### src/rtl/dac_refresh_sequencer_pkg.sv
// ---------------------------------------------------------------------------
// dac_refresh_sequencer_pkg
// Shared definitions for the DAC refresh sequencer and its setpoint bank.
// CH_W and DATA_W match the ADC input bank, so both banks address channels
// the same way.
// ---------------------------------------------------------------------------
package dac_refresh_sequencer_pkg;

  localparam int CH_W   = 3;
  localparam int DATA_W = 8;

  typedef enum logic [1:0] {
    ST_IDLE   = 2'd0,
    ST_LOAD   = 2'd1,
    ST_STROBE = 2'd2,
    ST_SETTLE = 2'd3
  } state_t;

  // First channel set in mask, searching upward from ch with wrap.
  // skip_self=1 starts the search at ch+1. If only ch itself is set, the
  // search goes all the way around and returns ch.
  // If mask is empty, ch is returned unchanged.
  function automatic logic [CH_W-1:0] next_active(
    input logic [CH_W-1:0]        ch,
    input logic [(1<<CH_W)-1:0]   mask,
    input logic                   skip_self
  );
    logic [CH_W-1:0] idx;
    logic [CH_W-1:0] res;
    logic            found;
    res   = ch;
    found = 1'b0;
    for (int i = 0; i <= (1 << CH_W); i++) begin
      idx = ch + CH_W'(i);
      if (!found && !(skip_self && (i == 0)) && mask[idx]) begin
        found = 1'b1;
        res   = idx;
      end
    end
    return res;
  endfunction

endpackage

### src/rtl/dac_refresh_sequencer_bank.sv
// ---------------------------------------------------------------------------
// dac_setpoint_bank
// NUM_CH x DATA_W setpoint register file: one synchronous write port, one
// combinational read port, synchronous active-high reset to all zero.
// Ports:
//   i_clk, i_reset          clock / synchronous reset
//   i_wr_en, i_wr_addr,
//   i_wr_data               write port, applied at the clock edge
//   i_rd_addr, o_rd_data    combinational read port
// ---------------------------------------------------------------------------
module dac_setpoint_bank
  import dac_refresh_sequencer_pkg::*;
#(
  parameter int NUM_CH = 8
) (
  input  logic              i_clk,
  input  logic              i_reset,
  input  logic              i_wr_en,
  input  logic [CH_W-1:0]   i_wr_addr,
  input  logic [DATA_W-1:0] i_wr_data,
  input  logic [CH_W-1:0]   i_rd_addr,
  output logic [DATA_W-1:0] o_rd_data
);

  logic [DATA_W-1:0] r_mem [NUM_CH];

  always_ff @(posedge i_clk) begin
    if (i_reset) begin
      for (int i = 0; i < NUM_CH; i++) r_mem[i] <= '0;
    end else if (i_wr_en) begin
      r_mem[i_wr_addr] <= i_wr_data;
    end
  end

  // Read returns the pre-edge contents, so a write landing on the same edge
  // as a LOAD capture is seen only on the next visit to that channel.
  assign o_rd_data = r_mem[i_rd_addr];

endmodule

### src/rtl/dac_refresh_sequencer.sv
// ---------------------------------------------------------------------------
// dac_refresh_sequencer
// Continuously refreshes eight 8-bit setpoints onto one parallel DAC whose
// output is routed through a 3-bit analog demux into per-channel
// sample-and-hold capacitors. Per channel: LOAD (1 cycle), STROBE
// (dac_wr high STROBE_CYCLES cycles), SETTLE (sh_en high SETTLE_CYCLES cycles).
// Ports:
//   clk, reset              clock / synchronous active-high reset
//   enable                  keep refreshing (sampled in IDLE and at SETTLE exit)
//   wr_en, wr_addr, wr_data setpoint write port, accepted in every state
//   dac_data, dac_wr        DAC value and latch strobe
//   sh_addr, sh_en          demux channel select and sample-and-hold gate
//   busy                    high whenever the FSM is not in IDLE
//   frame_done              one-cycle pulse when the channel advance wraps
// Build option: define DAC_REFRESH_MASK_EN to add ch_mask (1 = channel
// active); inactive channels are skipped and an all-zero mask keeps the
// sequencer idle. Without it every channel is visited in order.
// ---------------------------------------------------------------------------
module dac_refresh_sequencer
  import dac_refresh_sequencer_pkg::*;
#(
  parameter int NUM_CH        = 8,
  parameter int STROBE_CYCLES = 4,
  parameter int SETTLE_CYCLES = 80000
) (
  input  logic              clk,
  input  logic              reset,
`ifdef DAC_REFRESH_MASK_EN
  input  logic [NUM_CH-1:0] ch_mask,
`endif
  input  logic              enable,
  input  logic              wr_en,
  input  logic [CH_W-1:0]   wr_addr,
  input  logic [DATA_W-1:0] wr_data,
  output logic [DATA_W-1:0] dac_data,
  output logic              dac_wr,
  output logic [CH_W-1:0]   sh_addr,
  output logic              sh_en,
  output logic              busy,
  output logic              frame_done
);

  localparam int CNT_MAX = (STROBE_CYCLES > SETTLE_CYCLES) ? STROBE_CYCLES : SETTLE_CYCLES;
  localparam int CNT_W   = $clog2(CNT_MAX + 1);
  localparam logic [CNT_W-1:0] STROBE_LD = CNT_W'(STROBE_CYCLES - 1);
  localparam logic [CNT_W-1:0] SETTLE_LD = CNT_W'(SETTLE_CYCLES - 1);

  state_t            r_state;
  logic [CNT_W-1:0]  r_cnt;
  logic [CH_W-1:0]   r_ch;
  logic [DATA_W-1:0] r_dac_data;
  logic              r_dac_wr;
  logic [CH_W-1:0]   r_sh_addr;
  logic              r_sh_en;
  logic              r_busy;
  logic              r_frame_done;

  logic [NUM_CH-1:0] w_mask;
  logic              w_go;
  logic [CH_W-1:0]   w_first;
  logic [CH_W-1:0]   w_next;
  logic              w_wrap;
  logic [DATA_W-1:0] w_rd_data;

`ifdef DAC_REFRESH_MASK_EN
  assign w_mask = ch_mask;
`else
  assign w_mask = '1;
`endif

  assign w_go    = enable & (|w_mask);
  // Leaving IDLE: the stored channel may have been masked off meanwhile.
  assign w_first = next_active(r_ch, w_mask, 1'b0);
  assign w_next  = next_active(r_ch, w_mask, 1'b1);
  // Advancing to a channel at or below the current one means we passed ch7.
  assign w_wrap  = (w_next <= r_ch);

  dac_setpoint_bank #(
    .NUM_CH (NUM_CH)
  ) u_bank (
    .i_clk     (clk),
    .i_reset   (reset),
    .i_wr_en   (wr_en),
    .i_wr_addr (wr_addr),
    .i_wr_data (wr_data),
    .i_rd_addr (r_ch),
    .o_rd_data (w_rd_data)
  );

  always_ff @(posedge clk) begin
    if (reset) begin
      r_state      <= ST_IDLE;
      r_cnt        <= '0;
      r_ch         <= '0;
      r_dac_data   <= '0;
      r_dac_wr     <= 1'b0;
      r_sh_addr    <= '0;
      r_sh_en      <= 1'b0;
      r_busy       <= 1'b0;
      r_frame_done <= 1'b0;
    end else begin
      r_frame_done <= 1'b0;
      case (r_state)
        ST_IDLE: begin
          if (w_go) begin
            r_state <= ST_LOAD;
            r_busy  <= 1'b1;
            r_ch    <= w_first;
          end
        end
        ST_LOAD: begin
          r_dac_data <= w_rd_data;
          r_sh_addr  <= r_ch;
          r_dac_wr   <= 1'b1;
          r_cnt      <= STROBE_LD;
          r_state    <= ST_STROBE;
        end
        // Shared down-counter: reloaded on entry, exit on reaching zero.
        ST_STROBE: begin
          if (r_cnt == '0) begin
            r_dac_wr <= 1'b0;
            r_sh_en  <= 1'b1;
            r_cnt    <= SETTLE_LD;
            r_state  <= ST_SETTLE;
          end else begin
            r_cnt <= r_cnt - CNT_W'(1);
          end
        end
        ST_SETTLE: begin
          if (r_cnt == '0) begin
            r_sh_en      <= 1'b0;
            r_ch         <= w_next;
            r_frame_done <= w_wrap;
            if (w_go) begin
              r_state <= ST_LOAD;
            end else begin
              r_state <= ST_IDLE;
              r_busy  <= 1'b0;
            end
          end else begin
            r_cnt <= r_cnt - CNT_W'(1);
          end
        end
        default: begin
          r_state <= ST_IDLE;
          r_busy  <= 1'b0;
        end
      endcase
    end
  end

  assign dac_data   = r_dac_data;
  assign dac_wr     = r_dac_wr;
  assign sh_addr    = r_sh_addr;
  assign sh_en      = r_sh_en;
  assign busy       = r_busy;
  assign frame_done = r_frame_done;

endmodule

### config.mk
export PLATFORM = sky130hd
export DESIGN_NAME = dac_refresh_sequencer
export DESIGN_NICKNAME = d
export VERILOG_FILES = /design/src/rtl/dac_refresh_sequencer_pkg.sv /design/src/rtl/dac_refresh_sequencer_bank.sv /design/src/rtl/dac_refresh_sequencer.sv
export SDC_FILE = /design/constraint.sdc
export NUM_CORES = 1
export LEC_CHECK = 0
export ABC_AREA = 1
export BUFFER_PORTS_ARGS = -buffer_cell sky130_fd_sc_hd__buf_2
export CAP_MARGIN = 20
export CORE_ASPECT_RATIO = 1.25
export CORE_MARGIN = 3
export CORE_UTILIZATION = 61
export CTS_BUF_LIST = sky130_fd_sc_hd__clkbuf_4 sky130_fd_sc_hd__clkbuf_8 sky130_fd_sc_hd__clkbuf_16
export DETAILED_ROUTE_END_ITERATION = 8
export HOLD_SLACK_MARGIN = 0.08
export PLACE_DENSITY = 0.8
export SYNTH_ARGS = -nofsm -noshare
export SYNTH_HDL_FRONTEND = slang
export SYNTH_HIERARCHICAL = 1
export SYNTH_SLANG_ARGS = --single-unit
### constraint.sdc
create_clock -name clk -period 1.9 [get_ports clk]
set_input_delay 0.095 -clock clk [delete_from_list [all_inputs] [get_ports clk]]
set_output_delay 0.095 -clock clk [all_outputs]
set_load 0.01 [all_outputs]
**Word level (Yosys, flattened, before mapping)**

Memories as Yosys holds them, arrays and structs flattened. A register that Yosys moved wholly into a read port is not among the register bits.
Index checks and enable logic that the tools add are counted.
Widths: inputs -> output; s select.

- Add/subtract/negate cells: 8
- Magnitude comparators: 9
- Eq/ne operators: 10
- Mux-type cells: 68
- Bitwise operators: 2
- Reduce and logical (&&, ||, !) cells: 44

Operators by type and width:

| kind | number |
|---|---|
| $mux 3 | 21 |
| $pmux 17 s3 | 1 |
| $mux 1 | 35 |
| $mux 17 | 2 |
| $lt 3x4->1 const B | 8 |
| $logic_not 17->1 | 1 |
| $sub 17x1->17 const B | 1 |
| $logic_and 1x1->1 | 15 |
| $logic_not 1->1 | 15 |
| $add 3x3->3 const B | 4 |
| $ne 2x2->1 const B | 6 |
| $mux 8 | 1 |
| $ne 8x8->1 const B | 1 |
| $pmux 2 s4 | 1 |
| $reduce_or 8->1 | 1 |
| $add 3x2->3 const B | 2 |
| $mux 2 | 3 |
| $pmux 1 s2 | 3 |
| $pmux 3 s2 | 1 |
| $reduce_and 3->1 | 2 |
| $reduce_bool 2->1 | 3 |
| $reduce_and 5->1 | 1 |
| $eq 2x2->1 const B | 2 |
| $reduce_and 2->1 | 2 |
| other kinds (8) | 9 |

- Flip-flop bits (word level): 29
- RAM bits: 64
- ROM bits: 64
- Bits of input ports: 15
- Logic and storage cells: 158
- Memories kept: 9

Memory list:

| memory | depth | width | read ports | clocked after memory_dff | wr ports | line | text |
|---|---|---|---|---|---|---|---|
| u_bank.r_mem | 8 | 8 | 1 | 1 | 8 | dac_refresh_sequencer_bank.sv:25 | `logic [DATA_W-1:0] r_mem [NUM_CH];` |
| (no name shown) | 8 | 1 | 1 | 1 | 0 | dac_refresh_sequencer_pkg.sv:35 | `if (!found && !(skip_self && (i == 0)) && mask[idx]) begin` |
| (no name shown) | 8 | 1 | 1 | 0 | 0 | dac_refresh_sequencer_pkg.sv:35 |  |
| (no name shown) | 8 | 1 | 1 | 0 | 0 | dac_refresh_sequencer_pkg.sv:35 |  |
| (no name shown) | 8 | 1 | 1 | 0 | 0 | dac_refresh_sequencer_pkg.sv:35 |  |
| (no name shown) | 8 | 1 | 1 | 0 | 0 | dac_refresh_sequencer_pkg.sv:35 |  |
| +3 memories | -- | -- | -- | -- | -- | -- |  |

**Depth between registers and ports, before layout**

- Depth after elaboration: 31
- Gate-level depth with buffers: 12
- Gate-level depth less buffers: 11

**Cells and area by module**

The synthesis kept the hierarchy.

By module, submodules not included:

| module | times used | cells each | area an instance (um^2) | seq. area each (um^2) |
|---|---|---|---|---|
| dac_setpoint_bank | 1 | 378 | 3246.9 | 1921.8 |
| dac_refresh_sequencer | 1 | 283 | 1949.4 | 740.7 |

**Worst setup path after synthesis**

Ideal clock, no wire load.

- Path type: register to register
- From: register r_state[0]
- To: register r_cnt[13]
- Arrival: 1.471 ns
- Slack: 0.297 ns
- Cell stages (with the launch flop): 8
- Buffers on the path: 0
- Period minus slack after synthesis: 1.603 ns
- Cell sequence: dfxtp_1 inv_1 ha_1 or2_2 nand3_1 inv_2 nand2_1 a21oi_1

- Cells in the longest elaborated chain, start to end: 3

Ends and longest elaborated chain:

| element | line | text |
|---|---|---|
| start: declaration | dac_refresh_sequencer.sv:48 | `state_t r_state;` |
| start signal: assignment | dac_refresh_sequencer.sv:92 | `r_state <= ST_IDLE;` |
| start signal: assignment | dac_refresh_sequencer.sv:106 | `r_state <= ST_LOAD;` |
| start signal: assignment | dac_refresh_sequencer.sv:116 | `r_state <= ST_STROBE;` |
| $eq 2x2->1 or $eq 2x1->1 (tied branches) | dac_refresh_sequencer.sv:103 | `case (r_state)` |
| $ne 2x2->1 (no line) or $reduce_bool 3->1 (tied branches) | -- |  |
| $reduce_and 2->1 (no line) | -- |  |
| end signal: assignment | dac_refresh_sequencer.sv:126 | `r_cnt <= r_cnt - CNT_W'(1);` |
| end signal: assignment | dac_refresh_sequencer.sv:141 | `r_cnt <= r_cnt - CNT_W'(1);` |
| end: declaration | dac_refresh_sequencer.sv:49 | `logic [CNT_W-1:0] r_cnt;` |

Several ways; a longest one is shown, not always the timed one.
A chain may end at the register's enable or synchronous reset.

**Worst setup path in the final report**

- From: register r_cnt[0]
- To: register r_cnt[16]

- Cells in the longest elaborated chain, start to end: 3

Ends and longest elaborated chain:

| element | line | text |
|---|---|---|
| $sub 17x1->17 or $logic_not 17->1 (tied branches) | -- |  |
| $mux 17 (tied with other cells) | dac_refresh_sequencer.sv:130 | `if (r_cnt == '0) begin` |
| $pmux 17 s3 or $reduce_and 2->1 (tied branches) | -- |  |

Several ways; a longest one is shown, not always the timed one. The select of a mux whose other input is x is not followed.

==> flow_summary_export.csv <==
group,metric,value,unit
sta,clock_skew,7.44,ps
yosys,syn_area_per_cell,7.86,um2
sta,max_freq,567,MHz
routing,drt_first_pass_iters,5,
routing,drc,0,
global_route,grt_pass1_wl,17600,um
placed_design,gp_congestion,0.879,
placed_design,place_hpwl,7820,um
power_and_ir_drop,p_leak,0.00278,uW
power_and_ir_drop,pwr-share-seq,0.421,
global_route,grt_max_degree,34,
yosys,ys_ff_latch,101,
yosys,synthCells,661,
routing,wl,10800,um
power_and_ir_drop,p_clk_frac,0.191,
power_and_ir_drop,vdd_drop_max,0.000575,V
sta,hold_viol,0,
worst_hold_path,hp-start,"reset",
critical_path,cp-end-kind,"register",
floorplan,rows,37,
critical_path,reg2reg_depth,9,
floorplan,die_height,109,um
finish,fin_util,0.683,
floorplan,initial_core_util,0.631,
routing,drt_iter0_drc,234,
yosys,yosysSeqAreaShare,0.512,
cts,clk_latency,360,ps
sta,maxSlewHeadroom,0.635,
cts,cts_tree,"yes",
finish,fillers,678,
yosys,synth.distinct_cells,30,
global_route,track_usage,0.238,
global_route,overflow,0,
floorplan,die_x,88.6,um
yosys,syn_nets,685,
critical_path,critPathRequiredTime,2150,ps
floorplan,coreArea,8240,um2
worst_hold_path,hold_path_depth,3,
yosys,yosys_warnings,6,
power_and_ir_drop,internal_power,4040,uW
cts,root_buffer,"clkbuf_8",
critical_path,cp.arrival,2020,ps
finish,nets,716,
power_and_ir_drop,p_per_area,1190,nW/um2
global_route,grt_antenna_before_repair,0,
critical_path,crit_type,"register to register",
sta,tightestPinTransition,547,ps
finish,final_layout_size_suffix_gt1_frac,0.119,
finish,area_delta_synth_final,8.31,%
sta,layout_min_cycle_time,1760,ps
critical_path,r2r_setup_slack,140,ps
sta,fin_setup_tns,0,ps
yosys,synth_ff_type,"edfxtp_1",
global_route,grt_pass1_vias,3831,
power_and_ir_drop,switching_share,0.397,
critical_path,critPathMaxStageDelay,320,ps
finish,diodes,0,
cts,post_cts_buffers,0,
critical_path,r2r-start,"r_cnt[0]",
routing,postRouteAntennaNets,0,
cts,clk_pin_slew,100,ps
worst_hold_path,hold_end,"r_state[1]",
yosys,synth_edf_count,64,
status,outcome,"finished, final reports clean",
yosys,syn-cell-area,5200,um2
sta,rsz0062_at_grt,"false",
placed_design,place_inst,777,
sta,maxSlewViolCount,0,
routing,vias,4149,
critical_path,start_kind,"register",
floorplan,dieArea,9670,um2
finish,final_common_cell,"nand2_1",
placed_design,io_buffers,29,
critical_path,r2r-end,"r_cnt[16]",
sta,hold_ws,168,ps
flow_run,drv_cap,0,
routing,avgViaCountPerCell,5.23,
critical_path,crit_family,"simple AND/OR/NAND/NOR gates",
finish,final_cell_mix,"180 x nand2_1, 116 x nor2_1, 103 x inv_1, 64 x edfxtp_1, 47 x nand3_1",
sta,finalCritPeriodShare,0.929,
finish,stdcell_count,794,
yosys,async_flop_share,0,
power_and_ir_drop,combPwrFrac,0.388,
cts,h-tree-depth,3,
cts,cts_made_buffers,9,
critical_path,cp_cell_sequence,"inv_1 > ha_1 > nand2_2 > nor2_4 > nand4_1 > nand3_1 > inv_2 > nand2_1 > a21oi_1",
routing,post_drt_wl_per_cell,13.6,um
critical_path,crit_path_top_delay_cell,"dfxtp_1",
critical_path,worst-path-buf-inv,2,
cts,cts_buffer_depth,2,
floorplan,top_level_ports,30,
power_and_ir_drop,power_switching,2660,uW
critical_path,cp_max_fo,8,
cts,clock_sinks,101,
worst_hold_path,hold_path_class,"input port to register",
sta,setup_viol,0,
layer usage:
metal  part of all wire  wire (um)  track usage
met1               0.40       4340        0.284
met2               0.53       5670        0.418
met3              0.045        488       0.0454
met4              0.026        283       0.0940
met5                  0          0            0
cells by family (layout without fill, tap and decap cells):
logic type	after synthesis	count (layout)	share of synthesized area
AND/OR/NAND/NOR	383	383	0.323
buffers and inverters	125	161	0.0963
flip-flops	101	101	0.512
AO/OA/AOI/OAI	37	37	0.0366
adder cells (fa/ha/maj)	9	9	0.0217
XOR/XNOR	6	6	0.0101
final cells by class:
class,instances,area (um2),area share
timing repair buffer,37,220,0.0391
clock inverter,7,55.1,0.00978
multi-input combinational,435,2040,0.362
clock buffer,9,124,0.0220
tap,97,121,0.0216
inverter,108,405,0.0720
sequential,101,2660,0.473
power groups by stage:
stage               combinational, uW  clock [uW]  sequential, uW
floorplan                        1990           0            2870
global placement                 2520           0            2850
detailed placement               2570           0            2870
CTS                              2590        1310            2820
global route                     2960        1390            2850
finish                           2600        1280            2820
how the worst max path moves through the flow:
stage,end,slack [ps],from,cells past startpoint
finish,r_cnt[16],140,r_cnt[0],9
global route,r_cnt[3],30,r_cnt[0],9
CTS,r_cnt[16],120,r_state[0],7
detailed placement,r_cnt[16],140,r_state[0],7
global placement,r_cnt[13],210,r_state[0],7
floorplan,r_cnt[13],300,r_state[0],7
state kept, by name (all words and copies together) (netlist names):
signal and count:
busy 1, dac_data 8, dac_wr 1, frame_done 1
r_ch 3, r_cnt 17, r_state 2, sh_addr 3
sh_en 1, u_bank/r_mem 64
synthesized netlist by cell type (5+ instances only):
master    number  area, um2
nand3_1       47        235
o21ai_0       15       75.1
inv_1        103        387
a21oi_1       20        100
clkbuf_1       5       18.8
nand4_1        8       50.1
nand2_1      180        676
nand2_4       11        124
nor2_1       117        439
edfxtp_1      64       1920
buf_2          7       35.0
dfxtp_1       37        741
ha_1           9        113
metrics by stage:
step | total power (uW) | cell area, um2 | setup slack, ps
after detailed placement | 5440 | 5430 | 137
final | 6710 | 5630 | 135
after floorplan | 4860 | 5200 | 297
after CTS | 6720 | 5620 | 117
after global placement | 5370 | 5430 | 207
after global routing | 7200 | 5630 | 27.8
worst reg2reg max path: stages, from the launching register on:
cell	delay, ps
dfxtp_1	320
inv_1	90
ha_1	240
nand2_2	120
nor2_4	190
nand4_1	240
nand3_1	220
inv_2	110
nand2_1	80
a21oi_1	50
what timing repair did:
action	CTS	global route
resized for setup	0	3
endpoints found under the hold margin	1	0
setup endpoints to repair	0	3
hold buffers	1	0
(Power assumes the default switching activity.)
